$ cat src/rtl/jk_register_bank_pkg.sv
// Shared constants for the JK register bank: mode encodings and the
// per-cell JK control encodings.
package jk_register_bank_pkg;

   // Operating modes selected by the mode port
   typedef enum logic [1:0] {
      MODE_JK    = 2'b00,
      MODE_LOAD  = 2'b01,
      MODE_COUNT = 2'b10,
      MODE_SHIFT = 2'b11
   } mode_e;

   // JK cell control pairs {j,k}
   localparam logic [1:0] JK_HOLD   = 2'b00;
   localparam logic [1:0] JK_CLEAR  = 2'b01;
   localparam logic [1:0] JK_SET    = 2'b10;
   localparam logic [1:0] JK_TOGGLE = 2'b11;

endpackage : jk_register_bank_pkg

$ cat src/rtl/jk_register_bank_cell.sv
// Single JK flip-flop bit cell with clock enable and asynchronous
// active-low reset to a per-cell reset value.
module jk_flipflop_cell
   import jk_register_bank_pkg::*;
#(
   parameter logic RESET_VALUE = 1'b0
) (
   input  logic clock,
   input  logic reset_n,
   input  logic enable,
   input  logic j,
   input  logic k,
   output logic q,
   output logic qbar
);

   logic q_r;

   // JK state update: hold, clear, set or toggle on enabled edges
   always_ff @(posedge clock or negedge reset_n) begin
      if (!reset_n) begin
         q_r <= RESET_VALUE;
      end else if (enable) begin
         case ({j, k})
            JK_HOLD:   q_r <= q_r;
            JK_CLEAR:  q_r <= 1'b0;
            JK_SET:    q_r <= 1'b1;
            JK_TOGGLE: q_r <= ~q_r;
            default:   q_r <= q_r;
         endcase
      end else begin
         q_r <= q_r;
      end
   end

   assign q    = q_r;
   assign qbar = ~q_r;

endmodule : jk_flipflop_cell

$ cat src/rtl/jk_register_bank.sv
// Bank of JK bit cells. Every mode (JK, LOAD, COUNT, SHIFT) is expressed
// purely as per-cell j/k controls; the cells hold all of q. Two flag
// registers report count wrap and any change of q.
module jk_register_bank
   import jk_register_bank_pkg::*;
#(
   parameter int               WIDTH       = 8,
   parameter logic [WIDTH-1:0] RESET_VALUE = {WIDTH{1'b0}}
) (
   input  logic             clock,
   input  logic             reset_n,
   input  logic             enable,
   input  logic [1:0]       mode,
   input  logic [WIDTH-1:0] j,
   input  logic [WIDTH-1:0] k,
   input  logic [WIDTH-1:0] d,
   input  logic             serial_in,
   output logic [WIDTH-1:0] q,
   output logic [WIDTH-1:0] qbar,
   output logic             carry_out,
   output logic             changed
);

   logic [WIDTH-1:0] q_s;
   logic [WIDTH-1:0] qbar_s;
   logic [WIDTH-1:0] j_s;
   logic [WIDTH-1:0] k_s;
   logic [WIDTH-1:0] toggle_s;
   logic [WIDTH-1:0] low_mask_s;
   logic [WIDTH-1:0] shifted_s;
   logic [WIDTH-1:0] next_s;
   logic             carry_r;
   logic             changed_r;

   // Synchronous-counter toggle enables: bit i toggles when all lower bits are 1
   always_comb begin
      toggle_s   = {WIDTH{1'b0}};
      low_mask_s = {WIDTH{1'b0}};
      for (int i = 0; i < WIDTH; i++) begin
         low_mask_s  = ({{(WIDTH-1){1'b0}}, 1'b1} << i) - {{(WIDTH-1){1'b0}}, 1'b1};
         toggle_s[i] = &(q_s | ~low_mask_s);
      end
   end

   assign shifted_s = {q_s[WIDTH-2:0], serial_in};

   // Map the selected mode onto per-cell j/k controls
   always_comb begin
      j_s = {WIDTH{1'b0}};
      k_s = {WIDTH{1'b0}};
      case (mode)
         MODE_JK: begin
            j_s = j;
            k_s = k;
         end
         MODE_LOAD: begin
            j_s = d;
            k_s = ~d;
         end
         MODE_COUNT: begin
            j_s = toggle_s;
            k_s = toggle_s;
         end
         MODE_SHIFT: begin
            j_s = shifted_s;
            k_s = ~shifted_s;
         end
         default: begin
            j_s = {WIDTH{1'b0}};
            k_s = {WIDTH{1'b0}};
         end
      endcase
   end

   // Value the cells will take at the next enabled edge (JK characteristic equation)
   assign next_s = (j_s & ~q_s) | (~k_s & q_s);

   for (genvar gi = 0; gi < WIDTH; gi++) begin : g_cell
      jk_flipflop_cell #(
         .RESET_VALUE(RESET_VALUE[gi])
      ) u_cell (
         .clock   (clock),
         .reset_n (reset_n),
         .enable  (enable),
         .j       (j_s[gi]),
         .k       (k_s[gi]),
         .q       (q_s[gi]),
         .qbar    (qbar_s[gi])
      );
   end

   // Status pulses: count wrap and q-changed, cleared on disabled edges and reset
   always_ff @(posedge clock or negedge reset_n) begin
      if (!reset_n) begin
         carry_r   <= 1'b0;
         changed_r <= 1'b0;
      end else if (enable) begin
         carry_r   <= (mode == MODE_COUNT) && (&q_s);
         changed_r <= (next_s != q_s);
      end else begin
         carry_r   <= 1'b0;
         changed_r <= 1'b0;
      end
   end

   assign q         = q_s;
   assign qbar      = qbar_s;
   assign carry_out = carry_r;
   assign changed   = changed_r;

endmodule : jk_register_bank

$ cat config.mk
export PLATFORM = sky130hd
export DESIGN_NAME = jk_register_bank
export DESIGN_NICKNAME = d
export VERILOG_FILES = /design/src/rtl/jk_register_bank_pkg.sv /design/src/rtl/jk_register_bank_cell.sv /design/src/rtl/jk_register_bank.sv
export SDC_FILE = /design/constraint.sdc
export NUM_CORES = 1
export LEC_CHECK = 0
export BUFFER_PORTS_ARGS = -buffer_cell sky130_fd_sc_hd__buf_2
export CAP_MARGIN = 20
export CORE_AREA = 3 3 66 55
export CTS_CLUSTER_DIAMETER = 40
export DETAILED_ROUTE_END_ITERATION = 8
export DIE_AREA = 0 0 69 58
export PLACE_DENSITY = 0.66
export SLEW_MARGIN = 10
export SYNTH_ARGS = -nofsm -noshare
export SYNTH_HDL_FRONTEND = slang
export SYNTH_SLANG_ARGS = --single-unit
$ cat constraint.sdc
create_clock -name clock -period 2.2 [get_ports clock]
set_clock_uncertainty 0.2 [all_clocks]
set_input_delay 0.44 -clock clock [delete_from_list [all_inputs] [get_ports clock]]
set_output_delay 0.44 -clock clock [all_outputs]
set_load 0.1 [all_outputs]
==> results of run 1 <==
flip-flops by register name, summed over array words and instances (netlist names):
register         flops
g_cell.u_cell.q      8
changed              1
carry_out            1
Yosys cell counts, types with 2 or more instances:
master	count
o21ai_0	10
a21o_1	5
clkbuf_1	4
buf_6	3
nand2_1	7
a22oi_1	2
a32o_1	2
o32ai_1	2
a2bb2oi_1	2
buf_2	2
a21boi_1	2
nand2b_1	5
o22ai_1	4
and2_1	2
inv_1	12
dfrtp_1	10
a21oi_1	13
o21ai_1	2
nor3_1	4
mux2i_1	6
o221ai_1	3
nor2_1	5
buf_4	18
nand4_1	3
or2_1	2
tightest hold or removal path, cell delays in order:
cell,delay (ps)
buf_2,110
o21ai_0,150
o31ai_1,80
per-stage QoR:
step / utilization (%) / setup slack [ps] / instance area (um^2) / TNS [ps] / cells
CTS: 48.9 / 141 / 1500 / 0 / 236
floorplan: - / 232 / 1190 / 0 / 153
global placement: 46.8 / -6.61 / 1430 / -6.61 / 231
global route: 48.9 / 80.2 / 1500 / 0 / 236
detailed placement: 46.8 / -77.9 / 1430 / -77.9 / 231
finish: 48.9 / 127 / 1500 / 0 / 236
power by group:
group	internal, mW	switching (mW)	leakage, nW
clock network	0.159	0.0920	0.0288
registers	0.250	0.131	0.121
logic	0.348	1.31	0.580
total	0.756	1.53	0.730
cell type report:
cell class,count,area [um^2]
inverter,12,45.0
fill,327,1570
timing repair buffer,66,393
multi-input combinational,104,704
clock buffer,4,55.1
sequential,10,250
tap,40,50.0
cell families (layout without fill, tap and decap cells):
group	count (synthesis)	after routing	synth area share [%]
AO/OA/AOI/OAI	58	58	33.6
buffers and inverters	39	82	20.0
AND/OR/NAND/NOR	37	37	16.8
flip-flops	10	10	21.0
multiplexers	8	8	7.86
XOR/XNOR	1	1	0.734
how the worst min path moves through the flow:
stage	end	slack, ps	from	cells after the start
final	g_cell[7].u_cell.q$_DFFE_PN0P_	380	j[7]	3
after global routing	g_cell[5].u_cell.q$_DFFE_PN0P_	390	enable	3
after CTS	g_cell[5].u_cell.q$_DFFE_PN0P_	370	enable	3
after detailed placement	g_cell[2].u_cell.q$_DFFE_PN0P_	140	reset_n	1
after global placement	g_cell[2].u_cell.q$_DFFE_PN0P_	130	reset_n	1
after floorplan	carry_out$_DFF_PN0_	-60	reset_n	0
layout by cell type (no fill, tap or decap), types with 2 or more instances in the layout:
cell type   n
inv_1      12
dfrtp_1    10
a21oi_1    13
nor2_1      5
and2_1      2
mux2i_1     6
nand2b_1    5
nor3_1      4
o21ai_1     2
a22oi_1     2
a32o_1      2
o221ai_1    3
o22ai_1     4
buf_2      47
clkbuf_8    4
a21o_1      5
buf_4      17
nand2_1     7
o32ai_1     2
or2_1       2
o21ai_0    10
nand4_1     3
a2bb2oi_1   2
a21boi_1    2
metal layers:
metal  track usage, %  routed length, um  vias to the layer above
li1                 -                  -                      632
met1             26.1               1680                      606
met2             29.2               1650                       73
met3             5.89                376                        8
met4             9.75                 76                        0
met5                0                  0                        -
repair_timing:
item	4_1_cts	5_1_grt
setup buffers	0	0
setup endpoints to repair	0	0
endpoints found under the hold margin	10	0
hold buffers	1	0
==> flow_summary.yaml, run 1 <==
setup_path:
  cpLargestDelayFamily: "buffers and inverters"
  crit_buf_inv: 3
  worstPathCellList: "buf_4, inv_1, buf_2"
  slowest_delay_ps: 440
  cp-end-kind: "output pin"
  crit_start: "g_cell[0].u_cell.q$_DFFE_PN0P_"
  worstPathRequired_ps: 1560
  r2r_setup_slack_ps: 150
  cp_max_fo: 6
  endpoint: "qbar[0]"
  crit_type: "flop to output pin"
  cp.arrival_ps: 1430
  cp.depth: 3
  critPathSlowestCell: "dfrtp_1"
  r2r-end: "changed$_DFF_PN0_"
  regToRegStartpoint: "g_cell[1].u_cell.q$_DFFE_PN0P_"
  critPathLaunchType: "flop"
  ff2ff_path_depth: 5
power_and_ir_drop:
  p_leak_nw: 0.730
  finalPower_mw: 2.29
  ir_drop_mv: 0.890
  p_per_area_nw_per_um2: 1530
die:
  start_util_pct: 39.0
  die_x_um: 69
  pin_count: 48
  dieArea_um2: 4000
  std_cell_rows: 18
  core-area_um2: 3060
  die_h_um: 58
hold_path:
  hold_path.class: "input pin to flop"
timing:
  finalSetupViolCount: 0
  slew_headroom_pct: 67.6
  rsz0062_at_grt: "no"
  final-max-slew-violation-count: 0
  period_needed_ps: 2070
  max_freq_mhz: 482
  hold_viol: 0
  tightestPinTransition_ps: 489
  post-route-period-util_pct: 94.2
  hold-worst-slack_ps: 380
route:
  viasPerCell: 5.59
  routed_wl_um: 3790
  wl_per_cell_um: 16.0
  dr.first_iter.drc_count: 89
  ant_nets: 0
  drc: 0
  dr.pass1.iters: 4
  num_vias: 1319
grt:
  gr-total-overflow: 0
  grt_pass1_vias: 1274
  grt_usage_pct: 19.7
  antenna_found_initial: 0
  grt_pass1_wl_um: 6110
  grt_max_degree: 19
clock_tree:
  cts_buffers: 3
  cts_tree: "built"
  clockBufferDepth: 2
  clkLatencyLatePin_ps: 250
  root_buffer: "clkbuf_8"
  cts.sinks: 10
  cts_resized: 0
  htreeDepth: 1
  cts.clk_slew.worst_paths_ps: 60
run_status:
  status: "finished clean"
logic_synthesis:
  synth_seq_area_share_pct: 21.0
  synthFlopType: "dfrtp_1"
  postSynthCellCount: 153
  synth_area_um2: 1190
  synth_area_leaders: "dfrtp_1, buf_4, a21oi_1"
  synth_enable_flop_cells: 0
  yosys.cell_types.count: 48
  yosys_register_bits: 10
  async_reset_ff_share_pct: 100
  synth_top_area_share_pct: 21.0
  yosysWarnings: 0
  avgSynthCellArea_um2: 7.80
  syn-num-nets: 183
  yosysTopAreaCell: "dfrtp_1"
placement:
  gp_routability_congestion: 0.931
  port_buffers: 47
  hpwlAfterDp_um: 2970
finish:
  areaGrowthSynthToFinish_pct: 25.5
  num-nets-final: 227
  drive_gt1_share_pct: 37.8
  diodes: 0
job:
  cap_violations: 0
No activity file was read; power rests on OpenSTA's default activity.
==> run 2, diff against run 1 <==
--- a/config.mk
+++ b/config.mk
@@ -7,11 +7,13 @@
 export LEC_CHECK = 0
 export BUFFER_PORTS_ARGS = -buffer_cell sky130_fd_sc_hd__buf_2
 export CAP_MARGIN = 20
-export CORE_AREA = 3 3 66 55
+export CELL_PAD_IN_SITES_DETAIL_PLACEMENT = 1
+export CELL_PAD_IN_SITES_GLOBAL_PLACEMENT = 1
+export CORE_AREA = 3 3 71 59
 export CTS_CLUSTER_DIAMETER = 40
 export DETAILED_ROUTE_END_ITERATION = 8
-export DIE_AREA = 0 0 69 58
-export PLACE_DENSITY = 0.66
+export DIE_AREA = 0 0 74 62
+export PLACE_DENSITY_LB_ADDON = 0.1
 export SLEW_MARGIN = 10
 export SYNTH_ARGS = -nofsm -noshare
 export SYNTH_HDL_FRONTEND = slang
==> flow_summary.yaml, run 2 (synthesis results as in run 1) <==
route:
  routed_wl_um: 3990
  dr.pass1.iters: 4
  dr.first_iter.drc_count: 44
  wl_per_cell_um: 16.9
  drc: 0
  num_vias: 1290
  ant_nets: 0
  viasPerCell: 5.47
clock_tree:
  cts.sinks: 10
  cts_buffers: 3
  cts_tree: "built"
  clkLatencyLatePin_ps: 240
  cts_resized: 0
  htreeDepth: 1
  cts.clk_slew.worst_paths_ps: 50
  root_buffer: "clkbuf_8"
  clockBufferDepth: 2
die:
  dieArea_um2: 4590
  pin_count: 48
  die_x_um: 74
  std_cell_rows: 19
  core-area_um2: 3490
  die_h_um: 62
  start_util_pct: 34.2
run_status:
  status: "finished clean"
setup_path:
  slowest_delay_ps: 430
  crit_type: "input pin to flop"
  worstPathRequired_ps: 2120
  cp_max_fo: 12
  cp-end-kind: "flop"
  worstPathCellList: "buf_2, buf_4, or2_1, o21a_1, a21oi_1, nand4_1, o41a_1"
  cp.arrival_ps: 1970
  critPathLaunchType: "input pin"
  critPathSlowestCell: "o41a_1"
timing:
  hold_viol: 0
  max_freq_mhz: 487
  final-max-slew-violation-count: 0
  totalNegativeSetupSlack_ps: 0
  tightestPinTransition_ps: 490
  finalSetupViolCount: 0
  period_needed_ps: 2060
  slew_headroom_pct: 67.5
  post-route-period-util_pct: 93.4
  fin_ws_ps: 145
  rsz0062_at_grt: "no"
finish:
  final_common_cell: "buf_2"
  drive_gt1_share_pct: 37.1
  areaGrowthSynthToFinish_pct: 24.9
  regArea_um2: 250
  largest_register_ffs: 8
  final_cell_mix: "buf_2, buf_4, a21oi_1"
  diodes: 0
  num-nets-final: 226
  fill_cells: 443
  multi_input_area_um2: 704
placement:
  port_buffers: 47
  dpl_worst_slack_ps: -93.1
  hpwlAfterDp_um: 3240
  gp_routability_congestion: 0.863
hold_path:
  hold_path.class: "flop to flop"
job:
  cap_violations: 0
grt:
  grt_usage_pct: 18.2
  grt_pass1_wl_um: 6300
  grt_max_degree: 20
  gr-total-overflow: 0
  antenna_found_initial: 0
  grt_pass1_vias: 1315
power_and_ir_drop:
  ir_drop_mv: 0.628
  p_per_area_nw_per_um2: 1500
  p_leak_nw: 0.724
==> run 2: power by group <==
group          internal [mW]  total [mW]  switching [mW]
sequential             0.250       0.376           0.126
clock                  0.120       0.197          0.0767
combinational          0.341        1.66            1.32
==> run 2: per-layer routing <==
metal | track usage (%) | share of wire, % | up-vias
li1 | - | - | 627
met1 | 24.9 | 48 | 624
met2 | 29.9 | 45 | 33
met3 | 4.02 | 5.1 | 6
met4 | 3.10 | 1.2 | 0
met5 | 0 | 0 | -
==> run 2: layout make-up <==
class	instances	share of cell area [%]
clock buffer	3	2.77
inverter	12	3.02
multi-input combinational	104	47.2
sequential	10	16.8
tap	42	3.52
timing repair buffer	65	26.7
==> run 2: path summary, 6_finish.rpt <==
check,from,to,slack [ps],cells past startpoint
worst min register to register,g_cell[7].u_cell.q$_DFFE_PN0P_,g_cell[7].u_cell.q$_DFFE_PN0P_,370,1
worst min-delay path,g_cell[7].u_cell.q$_DFFE_PN0P_,g_cell[7].u_cell.q$_DFFE_PN0P_,370,1
worst max register to register,g_cell[0].u_cell.q$_DFFE_PN0P_,changed$_DFF_PN0_,160,6
max in group asynchronous,reset_n,g_cell[6].u_cell.q$_DFFE_PN0P_,1190,2
min in group asynchronous,reset_n,g_cell[5].u_cell.q$_DFFE_PN0P_,400,2
worst max-delay path,mode[0],changed$_DFF_PN0_,140,7
==> run 2: metrics by stage <==
| step | util [%] | cell area [um^2] | power [mW] | instances | hold WS (ps) |
|---|---|---|---|---|---|
| after floorplan | - | 1190 | 1.89 | 153 | -55.6 |
| after global placement | 41.2 | 1440 | 2.02 | 232 | 132 |
| after detailed placement | 41.2 | 1440 | 2.04 | 232 | 132 |
| after CTS | 42.7 | 1490 | 2.25 | 236 | 374 |
| after global routing | 42.7 | 1490 | 2.34 | 236 | 404 |
| final | 42.7 | 1490 | 2.23 | 236 | 375 |
==> run 2: what timing repair did <==
action	CTS	global route
buffers inserted	0	0
endpoints found under the setup margin	0	0
hold buffers	1	0
hold endpoints to repair	10	0
==> run 2: critical path: cells and delay by family <==
family,cells,cell delay [ps]
and+or+nand+nor,2,390
AOI/OAI and AO/OA,3,830
buffers and inverters,2,310
